<file path="src/rtl/pipe_pkg.sv">
// Shared pipeline types: control bundle carried from decode to execute,
// ALU operation encoding and the default datapath/index widths.
package pipe_pkg;

  localparam int PIPE_WIDTH = 32;
  localparam int PIPE_INDEX = 5;

  typedef enum logic [3:0] {
    ALU_ADD  = 4'd0,
    ALU_SUB  = 4'd1,
    ALU_AND  = 4'd2,
    ALU_OR   = 4'd3,
    ALU_XOR  = 4'd4,
    ALU_SLL  = 4'd5,
    ALU_SRL  = 4'd6,
    ALU_SRA  = 4'd7,
    ALU_SLT  = 4'd8,
    ALU_SLTU = 4'd9,
    ALU_LUI  = 4'd10
  } alu_op_t;

  typedef struct packed {
    logic    reg_write;
    logic    mem_read;
    logic    mem_write;
    logic    mem_to_reg;
    logic    alu_src;
    logic    branch;
    logic    jump;
    alu_op_t alu_op;
  } ctrl_t;

  // All-zero control word: no side effects in later stages.
  function automatic ctrl_t ctrl_nop();
    ctrl_t c;
    c = '0;
    return c;
  endfunction

endpackage

</file>
<file path="src/rtl/id_ex_reg_if.sv">
// Decode-side inputs and execute-side registered outputs of the ID/EX stage.
// There is no per-transfer ready: a stage transfer happens on every rising
// clk edge unless hold_in freezes it; idex_valid_out marks a real instruction
// and a cleared valid (with zero control) is a bubble.
interface id_ex_reg_if
  import pipe_pkg::*;
#(
  parameter int WIDTH = PIPE_WIDTH,
  parameter int INDEX = PIPE_INDEX
);
  logic             id_valid_in;
  logic [WIDTH-1:0] id_pc_in;
  logic [INDEX-1:0] id_rs1_in;
  logic [INDEX-1:0] id_rs2_in;
  logic [INDEX-1:0] id_rd_in;
  logic [WIDTH-1:0] id_rs1_data_in;
  logic [WIDTH-1:0] id_rs2_data_in;
  logic [WIDTH-1:0] id_imm_in;
  ctrl_t            id_ctrl_in;

  logic             idex_valid_out;
  logic [WIDTH-1:0] idex_pc_out;
  logic [INDEX-1:0] idex_rs1_out;
  logic [INDEX-1:0] idex_rs2_out;
  logic [INDEX-1:0] idex_rd_out;
  logic [WIDTH-1:0] idex_rs1_data_out;
  logic [WIDTH-1:0] idex_rs2_data_out;
  logic [WIDTH-1:0] idex_imm_out;
  ctrl_t            idex_ctrl_out;

  // Decode stage side: drives decoded fields, sees the latched copies.
  modport master (
    output id_valid_in, id_pc_in, id_rs1_in, id_rs2_in, id_rd_in,
           id_rs1_data_in, id_rs2_data_in, id_imm_in, id_ctrl_in,
    input  idex_valid_out, idex_pc_out, idex_rs1_out, idex_rs2_out, idex_rd_out,
           idex_rs1_data_out, idex_rs2_data_out, idex_imm_out, idex_ctrl_out
  );

  // Pipeline register side.
  modport slave (
    input  id_valid_in, id_pc_in, id_rs1_in, id_rs2_in, id_rd_in,
           id_rs1_data_in, id_rs2_data_in, id_imm_in, id_ctrl_in,
    output idex_valid_out, idex_pc_out, idex_rs1_out, idex_rs2_out, idex_rd_out,
           idex_rs1_data_out, idex_rs2_data_out, idex_imm_out, idex_ctrl_out
  );
endinterface

</file>
<file path="src/rtl/load_use_hdu.sv">
// Load-use hazard detector: a load sitting in EX whose destination is read by
// the instruction in ID cannot be forwarded in time, so ID must wait a cycle.
module load_use_hdu
  import pipe_pkg::*;
#(
  parameter int INDEX = PIPE_INDEX
) (
  input  logic             id_valid_i,
  input  logic [INDEX-1:0] id_rs1_i,
  input  logic [INDEX-1:0] id_rs2_i,
  input  logic             ex_valid_i,
  input  logic             ex_mem_read_i,
  input  logic [INDEX-1:0] ex_rd_i,
  input  logic             flush_i,
  output logic             stall_o
);

  // x0 is never a real dependency; a flush discards ID anyway.
  always_comb begin
    stall_o = id_valid_i && ex_valid_i && ex_mem_read_i && (ex_rd_i != '0) &&
              ((ex_rd_i == id_rs1_i) || (ex_rd_i == id_rs2_i)) && !flush_i;
  end

endmodule

</file>
<file path="src/rtl/id_ex_reg.sv">
// ID/EX pipeline register with flush, freeze, load-use bubble insertion and
// write-back bypass into the latched register-file operands.
module id_ex_reg
  import pipe_pkg::*;
#(
  parameter int WIDTH = PIPE_WIDTH,
  parameter int INDEX = PIPE_INDEX
) (
  input  logic             clk,
  input  logic             rst_n,
  id_ex_reg_if.slave       bus,
  input  logic             memwb_reg_write_in,
  input  logic [INDEX-1:0] memwb_rd_in,
  input  logic [WIDTH-1:0] memwb_data_in,
  input  logic             flush_in,
  input  logic             hold_in,
  output logic             stall_out
);

  logic             valid_q,    valid_d;
  logic [WIDTH-1:0] pc_q,       pc_d;
  logic [INDEX-1:0] rs1_q,      rs1_d;
  logic [INDEX-1:0] rs2_q,      rs2_d;
  logic [INDEX-1:0] rd_q,       rd_d;
  logic [WIDTH-1:0] rs1_data_q, rs1_data_d;
  logic [WIDTH-1:0] rs2_data_q, rs2_data_d;
  logic [WIDTH-1:0] imm_q,      imm_d;
  ctrl_t            ctrl_q,     ctrl_d;

  logic             stall;
  logic [WIDTH-1:0] rs1_byp, rs2_byp;

  load_use_hdu #(.INDEX(INDEX)) u_hdu (
    .id_valid_i    (bus.id_valid_in),
    .id_rs1_i      (bus.id_rs1_in),
    .id_rs2_i      (bus.id_rs2_in),
    .ex_valid_i    (valid_q),
    .ex_mem_read_i (ctrl_q.mem_read),
    .ex_rd_i       (rd_q),
    .flush_i       (flush_in),
    .stall_o       (stall)
  );

  assign stall_out = stall;

  // Write-back in the same cycle as decode: the register file read is stale,
  // so take the value being written instead (never for x0).
  always_comb begin
    rs1_byp = bus.id_rs1_data_in;
    rs2_byp = bus.id_rs2_data_in;
    if (memwb_reg_write_in && (memwb_rd_in != '0) && (memwb_rd_in == bus.id_rs1_in))
      rs1_byp = memwb_data_in;
    if (memwb_reg_write_in && (memwb_rd_in != '0) && (memwb_rd_in == bus.id_rs2_in))
      rs2_byp = memwb_data_in;
  end

  // Next state with priority flush > hold > load-use bubble > normal load.
  always_comb begin
    valid_d    = valid_q;
    pc_d       = pc_q;
    rs1_d      = rs1_q;
    rs2_d      = rs2_q;
    rd_d       = rd_q;
    rs1_data_d = rs1_data_q;
    rs2_data_d = rs2_data_q;
    imm_d      = imm_q;
    ctrl_d     = ctrl_q;
    if (flush_in) begin
      valid_d = 1'b0;
      ctrl_d  = ctrl_nop();
    end else if (!hold_in) begin
      if (stall) begin
        // Bubble: rd cleared so the bubble itself can never look like a load.
        valid_d = 1'b0;
        ctrl_d  = ctrl_nop();
        rd_d    = '0;
      end else begin
        valid_d    = bus.id_valid_in;
        pc_d       = bus.id_pc_in;
        rs1_d      = bus.id_rs1_in;
        rs2_d      = bus.id_rs2_in;
        rd_d       = bus.id_rd_in;
        rs1_data_d = rs1_byp;
        rs2_data_d = rs2_byp;
        imm_d      = bus.id_imm_in;
        ctrl_d     = bus.id_valid_in ? bus.id_ctrl_in : ctrl_nop();
      end
    end
  end

  // Stage register, cleared immediately by reset.
  always_ff @(posedge clk or negedge rst_n) begin
    if (!rst_n) begin
      valid_q    <= 1'b0;
      pc_q       <= '0;
      rs1_q      <= '0;
      rs2_q      <= '0;
      rd_q       <= '0;
      rs1_data_q <= '0;
      rs2_data_q <= '0;
      imm_q      <= '0;
      ctrl_q     <= '0;
    end else begin
      valid_q    <= valid_d;
      pc_q       <= pc_d;
      rs1_q      <= rs1_d;
      rs2_q      <= rs2_d;
      rd_q       <= rd_d;
      rs1_data_q <= rs1_data_d;
      rs2_data_q <= rs2_data_d;
      imm_q      <= imm_d;
      ctrl_q     <= ctrl_d;
    end
  end

  assign bus.idex_valid_out    = valid_q;
  assign bus.idex_pc_out       = pc_q;
  assign bus.idex_rs1_out      = rs1_q;
  assign bus.idex_rs2_out      = rs2_q;
  assign bus.idex_rd_out       = rd_q;
  assign bus.idex_rs1_data_out = rs1_data_q;
  assign bus.idex_rs2_data_out = rs2_data_q;
  assign bus.idex_imm_out      = imm_q;
  assign bus.idex_ctrl_out     = ctrl_q;

endmodule

</file>
<file path="src/flat_wrapper.sv">
// flat-port wrapper written by rule: the top's interface ports become plain ports
module id_ex_reg_flat import pipe_pkg::*;
#(
  parameter int WIDTH = PIPE_WIDTH,
  parameter int INDEX = PIPE_INDEX
)
  (clk, rst_n, memwb_reg_write_in, memwb_rd_in, memwb_data_in, flush_in, hold_in, stall_out, bus_id_valid_in, bus_id_pc_in, bus_id_rs1_in, bus_id_rs2_in, bus_id_rd_in, bus_id_rs1_data_in, bus_id_rs2_data_in, bus_id_imm_in, bus_id_ctrl_in, bus_idex_valid_out, bus_idex_pc_out, bus_idex_rs1_out, bus_idex_rs2_out, bus_idex_rd_out, bus_idex_rs1_data_out, bus_idex_rs2_data_out, bus_idex_imm_out, bus_idex_ctrl_out);
  id_ex_reg_if #(.WIDTH(WIDTH), .INDEX(INDEX)) bus_i ();
  input  logic clk;
  input  logic rst_n;
  input  logic memwb_reg_write_in;
  input  logic [INDEX-1:0] memwb_rd_in;
  input  logic [WIDTH-1:0] memwb_data_in;
  input  logic flush_in;
  input  logic hold_in;
  output logic stall_out;
  input wire logic [$bits(bus_i.id_valid_in)-1:0] bus_id_valid_in;
  input wire logic [$bits(bus_i.id_pc_in)-1:0] bus_id_pc_in;
  input wire logic [$bits(bus_i.id_rs1_in)-1:0] bus_id_rs1_in;
  input wire logic [$bits(bus_i.id_rs2_in)-1:0] bus_id_rs2_in;
  input wire logic [$bits(bus_i.id_rd_in)-1:0] bus_id_rd_in;
  input wire logic [$bits(bus_i.id_rs1_data_in)-1:0] bus_id_rs1_data_in;
  input wire logic [$bits(bus_i.id_rs2_data_in)-1:0] bus_id_rs2_data_in;
  input wire logic [$bits(bus_i.id_imm_in)-1:0] bus_id_imm_in;
  input wire logic [$bits(bus_i.id_ctrl_in)-1:0] bus_id_ctrl_in;
  output wire logic [$bits(bus_i.idex_valid_out)-1:0] bus_idex_valid_out;
  output wire logic [$bits(bus_i.idex_pc_out)-1:0] bus_idex_pc_out;
  output wire logic [$bits(bus_i.idex_rs1_out)-1:0] bus_idex_rs1_out;
  output wire logic [$bits(bus_i.idex_rs2_out)-1:0] bus_idex_rs2_out;
  output wire logic [$bits(bus_i.idex_rd_out)-1:0] bus_idex_rd_out;
  output wire logic [$bits(bus_i.idex_rs1_data_out)-1:0] bus_idex_rs1_data_out;
  output wire logic [$bits(bus_i.idex_rs2_data_out)-1:0] bus_idex_rs2_data_out;
  output wire logic [$bits(bus_i.idex_imm_out)-1:0] bus_idex_imm_out;
  output wire logic [$bits(bus_i.idex_ctrl_out)-1:0] bus_idex_ctrl_out;
  assign bus_i.id_valid_in = bus_id_valid_in;
  assign bus_i.id_pc_in = bus_id_pc_in;
  assign bus_i.id_rs1_in = bus_id_rs1_in;
  assign bus_i.id_rs2_in = bus_id_rs2_in;
  assign bus_i.id_rd_in = bus_id_rd_in;
  assign bus_i.id_rs1_data_in = bus_id_rs1_data_in;
  assign bus_i.id_rs2_data_in = bus_id_rs2_data_in;
  assign bus_i.id_imm_in = bus_id_imm_in;
  assign bus_i.id_ctrl_in = bus_id_ctrl_in;
  assign bus_idex_valid_out = bus_i.idex_valid_out;
  assign bus_idex_pc_out = bus_i.idex_pc_out;
  assign bus_idex_rs1_out = bus_i.idex_rs1_out;
  assign bus_idex_rs2_out = bus_i.idex_rs2_out;
  assign bus_idex_rd_out = bus_i.idex_rd_out;
  assign bus_idex_rs1_data_out = bus_i.idex_rs1_data_out;
  assign bus_idex_rs2_data_out = bus_i.idex_rs2_data_out;
  assign bus_idex_imm_out = bus_i.idex_imm_out;
  assign bus_idex_ctrl_out = bus_i.idex_ctrl_out;
  id_ex_reg #(.WIDTH(WIDTH), .INDEX(INDEX)) u_core (.clk(clk), .rst_n(rst_n), .bus(bus_i), .memwb_reg_write_in(memwb_reg_write_in), .memwb_rd_in(memwb_rd_in), .memwb_data_in(memwb_data_in), .flush_in(flush_in), .hold_in(hold_in), .stall_out(stall_out));
endmodule
</file>
<file path="config.mk">
export PLATFORM = sky130hd
export DESIGN_NAME = id_ex_reg_flat
export DESIGN_NICKNAME = d
export VERILOG_FILES = /design/src/rtl/pipe_pkg.sv /design/src/rtl/id_ex_reg_if.sv /design/src/rtl/load_use_hdu.sv /design/src/rtl/id_ex_reg.sv /design/src/flat_wrapper.sv
export SDC_FILE = /design/constraint.sdc
export NUM_CORES = 1
export LEC_CHECK = 0
export ABC_AREA = 0
export BUFFER_PORTS_ARGS = -buffer_cell sky130_fd_sc_hd__buf_2
export CELL_PAD_IN_SITES_DETAIL_PLACEMENT = 1
export CELL_PAD_IN_SITES_GLOBAL_PLACEMENT = 2
export CORE_UTILIZATION = 29
export CTS_BUF_LIST = sky130_fd_sc_hd__clkbuf_8 sky130_fd_sc_hd__clkbuf_16
export DETAILED_ROUTE_END_ITERATION = 16
export PLACE_DENSITY = 0.83
export SLEW_MARGIN = 10
export SYNTH_ARGS = -nofsm -noshare
export SYNTH_HDL_FRONTEND = slang
export SYNTH_SLANG_ARGS = --single-unit
</file>
<file path="constraint.sdc">
create_clock -name clk -period 2.03 [get_ports clk]
set_input_delay 0.203 -clock clk [delete_from_list [all_inputs] [get_ports clk]]
set_output_delay 0.203 -clock clk [all_outputs]
set_load 0.01 [all_outputs]
</file>
==> impl_metrics.env, run 1 <==
export IMPL_die_h_um=160
export IMPL_p_sw_share_pct=28.4
export IMPL_fillers=2661
export IMPL_core_area_um2=24500
export IMPL_ys_seq_area_share_pct=53.5
export IMPL_track_usage_pct=18.0
export IMPL_tns_ps=0
export IMPL_diodes=0
export IMPL_synth_common_cells="155 x dfrtp_1, 112 x mux2_2, 90 x mux2_4, 24 x nand2_1, 18 x xnor2_1"
export IMPL_startpoint_type="flop"
export IMPL_avgViaCountPerCell=4.51
export IMPL_ir_drop_mv=0.365
export IMPL_synth_area_leaders="dfrtp_1 53%, mux2_4 19%, mux2_2 17%"
export IMPL_power_uw=9120
export IMPL_setup_viol=0
export IMPL_cp_required_ps=2330
export IMPL_cts_max_path_buffers=2
export IMPL_synth_cell_type_count=27
export IMPL_ys_seq_elements=155
export IMPL_hold_path_startpoint="bus_id_imm_in[17]"
export IMPL_routed_wl_um=22700
export IMPL_synth_top_cell_by_area="dfrtp_1"
export IMPL_power_density_nw_per_um2=845
export IMPL_fp_dieW_um=160
export IMPL_hold_violations=0
export IMPL_grt_pass1_vias=6490
export IMPL_cts_tree="yes"
export IMPL_ctsHtreeMaxLevel=4
export IMPL_ys_flop_type="dfrtp_1"
export IMPL_hold_depth=2
export IMPL_cap_violations=0
export IMPL_tightest_slew_ps=417
export IMPL_fin_cells=1238
export IMPL_overflow=0
export IMPL_slew_violations=0
export IMPL_rows=57
export IMPL_fin_crit_sh_pct=97.3
export IMPL_synth_nets=676
export IMPL_hold_class="in2reg"
export IMPL_grt_pass1_wl_um=36100
export IMPL_critPathTopFamily="flip-flops"
export IMPL_cp_arrival_ps=2270
export IMPL_setup_worst_path_class="reg2reg"
export IMPL_power_switching_uw=2590
export IMPL_crit_path_top_delay_cell="dfrtp_2"
export IMPL_rsz0062_at_grt="true"
export IMPL_drive_gt1_share_pct=70.2
export IMPL_synth_top_area_share_pct=53.5
export IMPL_final_nets=1098
export IMPL_critPathMaxStageDelay_ps=480
export IMPL_gp_congestion=0.797
export IMPL_ff2ff_path_depth=6
export IMPL_worstPathMaxFanout=18
export IMPL_netlist_instances=479
export IMPL_leakagePower_uw=0.00521
export IMPL_p_comb_share_pct=22.2
export IMPL_syn_to_final_growth_pct=48.8
export IMPL_drcViolationCount=0
export IMPL_r2r_slack_ps=50
export IMPL_num_vias=5588
export IMPL_dp_cells=1165
export IMPL_grt_start_max_net_pins=72
export IMPL_min_to="u_core.bus.idex_imm_out[17]"
export IMPL_io_buffers=352
export IMPL_fmax_ghz=0.506
export IMPL_synth_edf_count=0
export IMPL_power_frac_seq_pct=41.5
export IMPL_r2r_start="u_core.bus.idex_rd_out[0]"
export IMPL_initial_core_util_pct=29.7
export IMPL_end_kind="flop"
export IMPL_skew_ps=17.3
export IMPL_clk_pin_slew_ps=70
export IMPL_async_flop_share_pct=100
export IMPL_postRouteAntennaNets=0
export IMPL_internal_power_uw=6530
export IMPL_cts_buffers=17
export IMPL_min_period_ps=1980
export IMPL_ys_warn_count=0
export IMPL_wire_per_inst_um=18.3
export IMPL_worstPathCellList="nor3_1, a21oi_2, a21oi_4, buf_12, buf_16, mux2_2"
export IMPL_outcome="finished clean"
export IMPL_hpwlAfterDp_um=16900
export IMPL_antenna_found_initial=0
export IMPL_max_slew_margin_pct=72.2
export IMPL_netlist_area_um2=7250
export IMPL_synth_most_common_cell="dfrtp_1"
export IMPL_clkPwrFrac_pct=36.3
export IMPL_clock_sinks=155
export IMPL_fin_util_pct=44.1
export IMPL_synth_avg_cell_area_um2=15.1
export IMPL_cts_root_buf="clkbuf_16"
export IMPL_firstDrtPassIters=4
export IMPL_drt_iter0_drc=245
export IMPL_dieArea_um2=25700
export IMPL_crit_buf_inv=2
export IMPL_insertion_delay_ps=420
export IMPL_pin_count=353
export IMPL_r2r_end="u_core.bus.idex_rs2_data_out[20]"
-- power by group through the flow --
stage | Sequential, µW | Combinational, µW | Clock (µW)
final | 3780 | 2020 | 3310
after global routing | 3840 | 2180 | 3520
after CTS | 3780 | 2010 | 3400
after detailed placement | 3830 | 1950 | 0
after global placement | 3810 | 1910 | 0
after floorplan | 4020 | 739 | 0
-- sequential cells by signal, indices dropped and copies added, names as in the netlist --
signal	cells
u_core.bus.idex_imm_out	32
u_core.bus.idex_pc_out	32
u_core.bus.idex_rs1_data_out	32
u_core.bus.idex_rs2_data_out	32
u_core.bus.idex_ctrl_out	11
u_core.bus.idex_rd_out	5
u_core.bus.idex_rs1_out	5
u_core.bus.idex_rs2_out	5
u_core.bus.idex_valid_out	1
-- routing by layer --
layer	global-route usage, %	vias to the layer above	wire, µm	share of wire, %
li1	-	2537	-	-
met1	20.6	2816	9110	40
met2	33.0	205	12000	53
met3	3.84	30	1110	4.9
met4	6.02	0	439	1.9
met5	0	-	0	0
-- how the worst max path moves through the flow --
stage | slack [ps] | end | cells after the start | start
after global routing | -40 | stall_out | 6 | u_core.bus.idex_rd_out[4]
after CTS | 10 | u_core.bus.idex_imm_out[10] | 6 | u_core.bus.idex_rd_out[0]
after detailed placement | -60 | u_core.bus.idex_rs2_data_out[0] | 7 | bus_id_rs2_in[4]
final | 50 | u_core.bus.idex_rs2_data_out[20] | 6 | u_core.bus.idex_rd_out[0]
after global placement | -50 | u_core.bus.idex_rs2_data_out[0] | 7 | bus_id_rs2_in[4]
after floorplan | 180 | u_core.bus.idex_imm_out[0] | 7 | u_core.bus.idex_rd_out[0]
-- worst reg2reg max path: cells and delay by family, from the launching register on --
kind,cells,cell delay [ps]
flip-flops,1,480
AO/OA/AOI/OAI,2,370
buffers and inverters,2,370
multiplexers,1,360
AND/OR/NAND/NOR,1,270
-- stage by stage --
stage	instance area (µm²)	worst slack [ps]	hold WS (ps)
floorplan	7250	181	-92.6
global placement	9700	-49.4	104
detailed placement	9700	-62.9	108
CTS	10700	12.7	0.203
global route	10800	-35.5	0.768
finish	10800	54.6	16.5
-- cells in the final DEF (no fill, tap or decap), types with 2 or more instances in the layout --
master	synthesis	routed
o21ai_0	16	16
clkbuf_16	0	17
nor2_1	3	3
buf_4	1	26
dlygate4sd3_1	0	39
buf_2	15	351
dfrtp_2	0	3
xnor2_2	0	4
inv_6	0	5
mux2_2	112	112
mux2_4	90	90
nand3_2	0	2
nand3_1	6	4
clkinv_4	0	3
nand3b_1	11	11
buf_12	0	12
clkinvlp_4	0	2
xor2_1	2	2
xnor2_1	18	14
nor2b_1	3	3
inv_1	1	2
nand2_1	24	23
bufinv_16	0	2
dfrtp_1	155	152
-- timing repair --
item	CTS	global route
gates resized for setup	2	12
setup endpoints to repair	76	67
cloned	0	0
buffers inserted	0	2
hold endpoints to repair	66	0
hold buffers	39	0
pin swaps	1	4
-- layout make-up --
type	count	area [µm²]	area share, %
Clock inverter	14	160	1.48
Clock buffer	18	439	4.07
Timing Repair Buffer	430	2620	24.3
Multi-Input combinational cell	296	3280	30.4
Tap cell	324	405	3.76
Sequential cell	155	3880	36.0
Inverter	1	3.75	0.0348
-- cell families after synthesis --
family / count (synthesis) / synth area share (%)
AOI/OAI and AO/OA: 21 / 1.69
DFF: 155 / 53.5
buffers and inverters: 28 / 2.38
and+or+nand+nor: 53 / 4.04
muxes: 202 / 36.0
xor gates and xnor gates: 20 / 2.41
No activity file was read; power rests on OpenSTA's default activity.
==> run 2, diff against run 1 <==
- RECOVER_POWER: unset -> 100
==> impl_metrics.env, run 2 (same netlist as run 1, synthesis figures left out) <==
export IMPL_outcome="finished clean"
export IMPL_cts_buffers=17
export IMPL_overflow=0
export IMPL_fp_dieW_um=160
export IMPL_initial_core_util_pct=29.7
export IMPL_max_slew_margin_pct=45.9
export IMPL_ir_drop_mv=0.363
export IMPL_mostFrequentLayoutCell="buf_2"
export IMPL_routed_wl_um=22600
export IMPL_cp_arrival_ps=2270
export IMPL_setup_slack_ps=52.1
export IMPL_avgViaCountPerCell=4.51
export IMPL_syn_to_final_growth_pct=45.8
export IMPL_postRouteAntennaNets=0
export IMPL_diodes=0
export IMPL_multiInputGateArea_um2=3280
export IMPL_cts_tree="yes"
export IMPL_rsz0062_at_grt="true"
export IMPL_setup_worst_path_class="reg2reg"
export IMPL_fmax_ghz=0.506
export IMPL_skew_ps=18.7
export IMPL_grt_start_max_net_pins=72
export IMPL_slew_violations=0
export IMPL_worstPathMaxFanout=18
export IMPL_drive_gt1_share_pct=53.6
export IMPL_ff2ff_path_depth=6
export IMPL_critPathMaxStageDelay_ps=480
export IMPL_antenna_found_initial=0
export IMPL_hold_violations=0
export IMPL_crit_path_top_delay_cell="dfrtp_2"
export IMPL_num_vias=5586
export IMPL_fin_crit_sh_pct=97.4
export IMPL_hold_class="in2reg"
export IMPL_hold_path_startpoint="bus_id_pc_in[24]"
export IMPL_clock_sinks=155
export IMPL_pin_count=353
export IMPL_dp_slack_ps=-62.9
export IMPL_leakagePower_uw=0.00475
export IMPL_fillers=2732
export IMPL_firstDrtPassIters=4
export IMPL_min_to="u_core.bus.idex_pc_out[24]"
export IMPL_final_cell_mix="199 x buf_2, 152 x clkbuf_1, 152 x dfrtp_1"
export IMPL_cp_required_ps=2320
export IMPL_power_density_nw_per_um2=850
export IMPL_ctsHtreeMaxLevel=4
export IMPL_gp_congestion=0.797
export IMPL_cts_max_path_buffers=2
export IMPL_drcViolationCount=0
export IMPL_register_area_um2=3880
export IMPL_core_area_um2=24500
export IMPL_end_kind="flop"
export IMPL_grt_pass1_vias=6490
export IMPL_cap_violations=0
export IMPL_die_h_um=160
export IMPL_io_buffers=352
export IMPL_hold_depth=2
export IMPL_cts_root_buf="clkbuf_16"
export IMPL_wire_per_inst_um=18.3
export IMPL_insertion_delay_ps=420
export IMPL_hold_ws_ps=18.0
export IMPL_final_nets=1098
export IMPL_worstPathCellList="nor3_1, a21oi_2, a21oi_4, buf_12, buf_16, mux2_2"
export IMPL_rows=57
export IMPL_min_period_ps=1980
export IMPL_track_usage_pct=18.0
export IMPL_r2r_end="u_core.bus.idex_rs2_data_out[20]"
export IMPL_startpoint_type="flop"
export IMPL_setup_viol=0
export IMPL_grt_pass1_wl_um=36100
export IMPL_r2r_start="u_core.bus.idex_rd_out[0]"
export IMPL_clk_pin_slew_ps=70
export IMPL_r2r_slack_ps=50
export IMPL_dieArea_um2=25700
export IMPL_hpwlAfterDp_um=16900
export IMPL_tightest_slew_ps=812
export IMPL_drt_iter0_drc=230
## run 2: how the worst max path moves through the flow
stage	cells after the start	from	to
6_report	6	u_core.bus.idex_rd_out[0]	u_core.bus.idex_rs2_data_out[20]
2_1_floorplan	7	u_core.bus.idex_rd_out[0]	u_core.bus.idex_imm_out[0]
3_3_place_gp	7	bus_id_rs2_in[4]	u_core.bus.idex_rs2_data_out[0]
3_5_place_dp	7	bus_id_rs2_in[4]	u_core.bus.idex_rs2_data_out[0]
5_1_grt	6	u_core.bus.idex_rd_out[4]	stall_out
4_1_cts	6	u_core.bus.idex_rd_out[0]	u_core.bus.idex_imm_out[10]
## run 2: final cells by class
class / count / area share, %
Clock buffer: 18 / 4.15
Clock inverter: 14 / 1.51
Inverter: 1 / 0.0355
Multi-Input combinational cell: 296 / 31.0
Sequential cell: 155 / 36.7
Tap cell: 324 / 3.83
Timing Repair Buffer: 430 / 22.7
## run 2: what timing repair did
action	4_1_cts	5_1_grt
endpoints found under the hold margin	66	0
setup endpoints to repair	76	67
hold buffers	39	0
resized for setup	2	12
setup buffers	0	2
pin swaps	1	4
## run 2: where the power goes
group,switching (µW),leakage [µW],internal [µW]
Combinational,903,0.00262,992
Clock,1420,0.000292,1880
Sequential,267,0.00184,3530
Total,2590,0.00475,6400
## run 2: worst max-delay path: cells and delay by family, from the launching register on
kind	cells	cell delay, ps
AOI/OAI and AO/OA	2	370
buffers and inverters	2	360
DFF	1	480
muxes	1	350
and+or+nand+nor	1	270
## run 2: stage by stage
stage	utilization (%)	power, µW	setup TNS, ps	std cells	instance area (µm²)
after detailed placement	39.7	5780	-1310	1165	9700
after global placement	39.7	5710	-923	1165	9700
after global routing	43.2	9420	-49.1	1238	10600
after floorplan	-	4760	0	479	7250
final	43.2	8990	0	1238	10600
after CTS	43.7	9200	0	1236	10700
## run 2: metal layers
metal	routed length, µm	global-route usage, %	vias to the layer above
met4	428	6.02	0
met1	9010	20.6	2807
met2	12000	33.0	210
met5	0	0	-
met3	1140	3.84	30
li1	-	-	2539
==> run 3, diff against run 2 <==
--- a/config.mk
+++ b/config.mk
@@ -11,6 +11,6 @@
 export CELL_PAD_IN_SITES_GLOBAL_PLACEMENT = 2
-export CORE_UTILIZATION = 29
-export CTS_BUF_LIST = sky130_fd_sc_hd__clkbuf_8 sky130_fd_sc_hd__clkbuf_16
+export CORE_UTILIZATION = 30
+export CTS_BUF_LIST = sky130_fd_sc_hd__clkbuf_4
 export DETAILED_ROUTE_END_ITERATION = 16
-export PLACE_DENSITY = 0.83
+export PLACE_DENSITY = 0.86
 export RECOVER_POWER = 100
==> constraint.sdc (replaced) <==
create_clock -name clk -period 2.03 [get_ports clk]
set_input_delay 0.3045 -clock clk [delete_from_list [all_inputs] [get_ports clk]]
set_output_delay 0.3045 -clock clk [all_outputs]
set_load 0.01 [all_outputs]
==> impl_metrics.env, run 3 (same netlist as run 1, synthesis figures left out) <==
export IMPL_outcome="finished with violations"
export IMPL_violations="setup timing"
export IMPL_ir_drop_mv=0.300
export IMPL_cap_violations=0
export IMPL_wire_per_inst_um=19.5
export IMPL_pin_count=353
export IMPL_leakagePower_uw=0.00505
export IMPL_final_cell_mix="201 x buf_2, 154 x dfrtp_1, 151 x clkbuf_1"
export IMPL_cp_required_ps=1730
export IMPL_critPathMaxStageDelay_ps=490
export IMPL_internal_power_uw=5240
export IMPL_min_period_ps=2200
export IMPL_hold_class="in2reg"
export IMPL_tightest_slew_ps=1340
export IMPL_rsz0062_at_grt="true"
export IMPL_startpoint_type="flop"
export IMPL_track_usage_pct=18.9
export IMPL_power_switching_uw=2640
export IMPL_die_h_um=158
export IMPL_clk_pin_slew_ps=150
export IMPL_power_frac_seq_pct=48.3
export IMPL_grt_pass1_vias=6362
export IMPL_avgViaCountPerCell=4.52
export IMPL_grt_start_max_net_pins=49
export IMPL_cts_max_path_buffers=2
export IMPL_hold_path_startpoint="bus_id_rs2_in[4]"
export IMPL_io_buffers=352
export IMPL_power_uw=7880
export IMPL_initial_core_util_pct=30.7
export IMPL_hpwlAfterDp_um=17100
export IMPL_cts_tree="yes"
export IMPL_worstPathMaxFanout=4
export IMPL_cp_arrival_ps=1890
export IMPL_fmax_ghz=0.455
export IMPL_routed_wl_um=25600
export IMPL_setup_viol=56
export IMPL_syn_to_final_growth_pct=54.2
export IMPL_max_slew_margin_pct=10.7
export IMPL_antenna_found_initial=4
export IMPL_p_comb_share_pct=26.7
export IMPL_tns_ps=-1120
export IMPL_cts_buffers=17
export IMPL_mostFrequentLayoutCell="buf_2"
export IMPL_grt_pass1_wl_um=35300
export IMPL_ctsHtreeMaxLevel=4
export IMPL_crit_buf_inv=1
export IMPL_end_kind="primary output"
export IMPL_num_vias=5914
export IMPL_drcViolationCount=0
export IMPL_drt_iter0_drc=200
export IMPL_rows=56
export IMPL_r2r_slack_ps=-70
export IMPL_setup_worst_path_class="reg2out"
export IMPL_fp_dieW_um=158
export IMPL_hold_violations=0
export IMPL_skew_ps=38.9
export IMPL_power_density_nw_per_um2=704
export IMPL_firstDrtPassIters=4
export IMPL_postRouteAntennaNets=0
export IMPL_p_sw_share_pct=33.5
export IMPL_final_nets=1171
export IMPL_crit_path_top_delay_cell="dfrtp_2"
export IMPL_r2r_start="u_core.bus.idex_rd_out[0]"
export IMPL_insertion_delay_ps=560
export IMPL_slew_violations=0
export IMPL_cts_root_buf="clkbuf_4"
export IMPL_critPathTopFamily="flip-flops"
export IMPL_setup_slack_ps=-168
export IMPL_dieArea_um2=24800
export IMPL_drive_gt1_share_pct=51.0
export IMPL_overflow=0
export IMPL_worstPathCellList="xnor2_2, nand3_1, o22ai_2, nand2_1, nor2_1, buf_2"
export IMPL_core_area_um2=23600
export IMPL_clkPwrFrac_pct=25.1
export IMPL_gp_congestion=0.749
export IMPL_timing_critical_path_from="u_core.bus.idex_rd_out[0]"
export IMPL_fin_crit_sh_pct=108
export IMPL_clock_sinks=155
## run 3: cell types whose count changed in the layout (fill, tap and decap cells not counted), moves of 4 or more
cell / before / now
inv_8: 1 / 5
buf_12: 10 / 6
mux2_2: 112 / 99
clkbuf_4: 1 / 19
clkbuf_16: 17 / 9
buf_8: 0 / 7
buf_4: 26 / 22
mux2_4: 90 / 103
dlygate4sd3_1: 39 / 94
## run 3: final timing paths
check,endpoint,cells past startpoint
min in group asynchronous,u_core.bus.idex_rs2_data_out[24],2
worst min register to register,u_core.bus.idex_ctrl_out[2],2
max in group asynchronous,u_core.bus.idex_rd_out[0],3
worst min-delay path,u_core.bus.idex_rs2_out[4],2
worst max register to register,u_core.bus.idex_imm_out[29],10
worst max-delay path,stall_out,6
## run 3: cell type report
class | count | area [µm²]
Clock buffer | 17 | 128
Antenna cell | 3 | 7.51
Inverter | 1 | 3.75
Tap cell | 319 | 399
Clock inverter | 15 | 165
Timing Repair Buffer | 503 | 3310
Sequential cell | 155 | 3880
Multi-Input combinational cell | 296 | 3290
Fill cell | 2633 | 12400
## run 3: what timing repair did
| action | CTS | global route |
|---|---|---|
| setup buffers | 3 | 6 |
| hold endpoints to repair | 136 | 0 |
| pin swaps | 1 | 5 |
| cloned | 0 | 11 |
| gates resized for setup | 12 | 29 |
| hold buffers | 94 | 0 |
| setup endpoints to repair | 1 | 135 |
## run 3: power groups by stage
stage                     Combinational (µW)  Sequential (µW)  Clock, µW
after floorplan                          739             4020          0
after global placement                  1890             3810          0
after detailed placement                1940             3830          0
after CTS                               2120             3780       2080
after global routing                    2260             3860       2160
final                                   2100             3800       1980
## run 3: metrics by stage
step | utilization [%] | cell area (µm²) | cells | worst slack, ps | hold WS [ps]
6_report | 47.4 | 11200 | 1309 | -168 | 80.6
2_1_floorplan | - | 7250 | 479 | 102 | 8.91
4_1_cts | 46.5 | 11000 | 1291 | -260 | 0.0874
3_3_place_gp | 41.0 | 9690 | 1162 | -120 | 302
3_5_place_dp | 41.0 | 9690 | 1162 | -163 | 302
5_1_grt | 47.4 | 11200 | 1308 | -348 | 16.5
## run 3: worst reg2reg max path, cell delays in order (launching register included)
cell and delay (ps):
dfrtp_2 490, xnor2_2 160, nand3_1 110, o22ai_2 200, buf_4 150, a21oi_4 60, buf_12 150, clkbuf_16 180
buf_4 140, buf_4 120, mux2_2 250
## run 3: routing by layer
layer	vias up	share of wire [%]	routed length, µm	GRT usage, %
met4	4	1.9	487	6.01
met1	2958	38	9700	20.5
met2	226	54	13800	34.9
met5	-	0.11	27	0
met3	37	6.0	1530	5.62
li1	2689	-	-	-
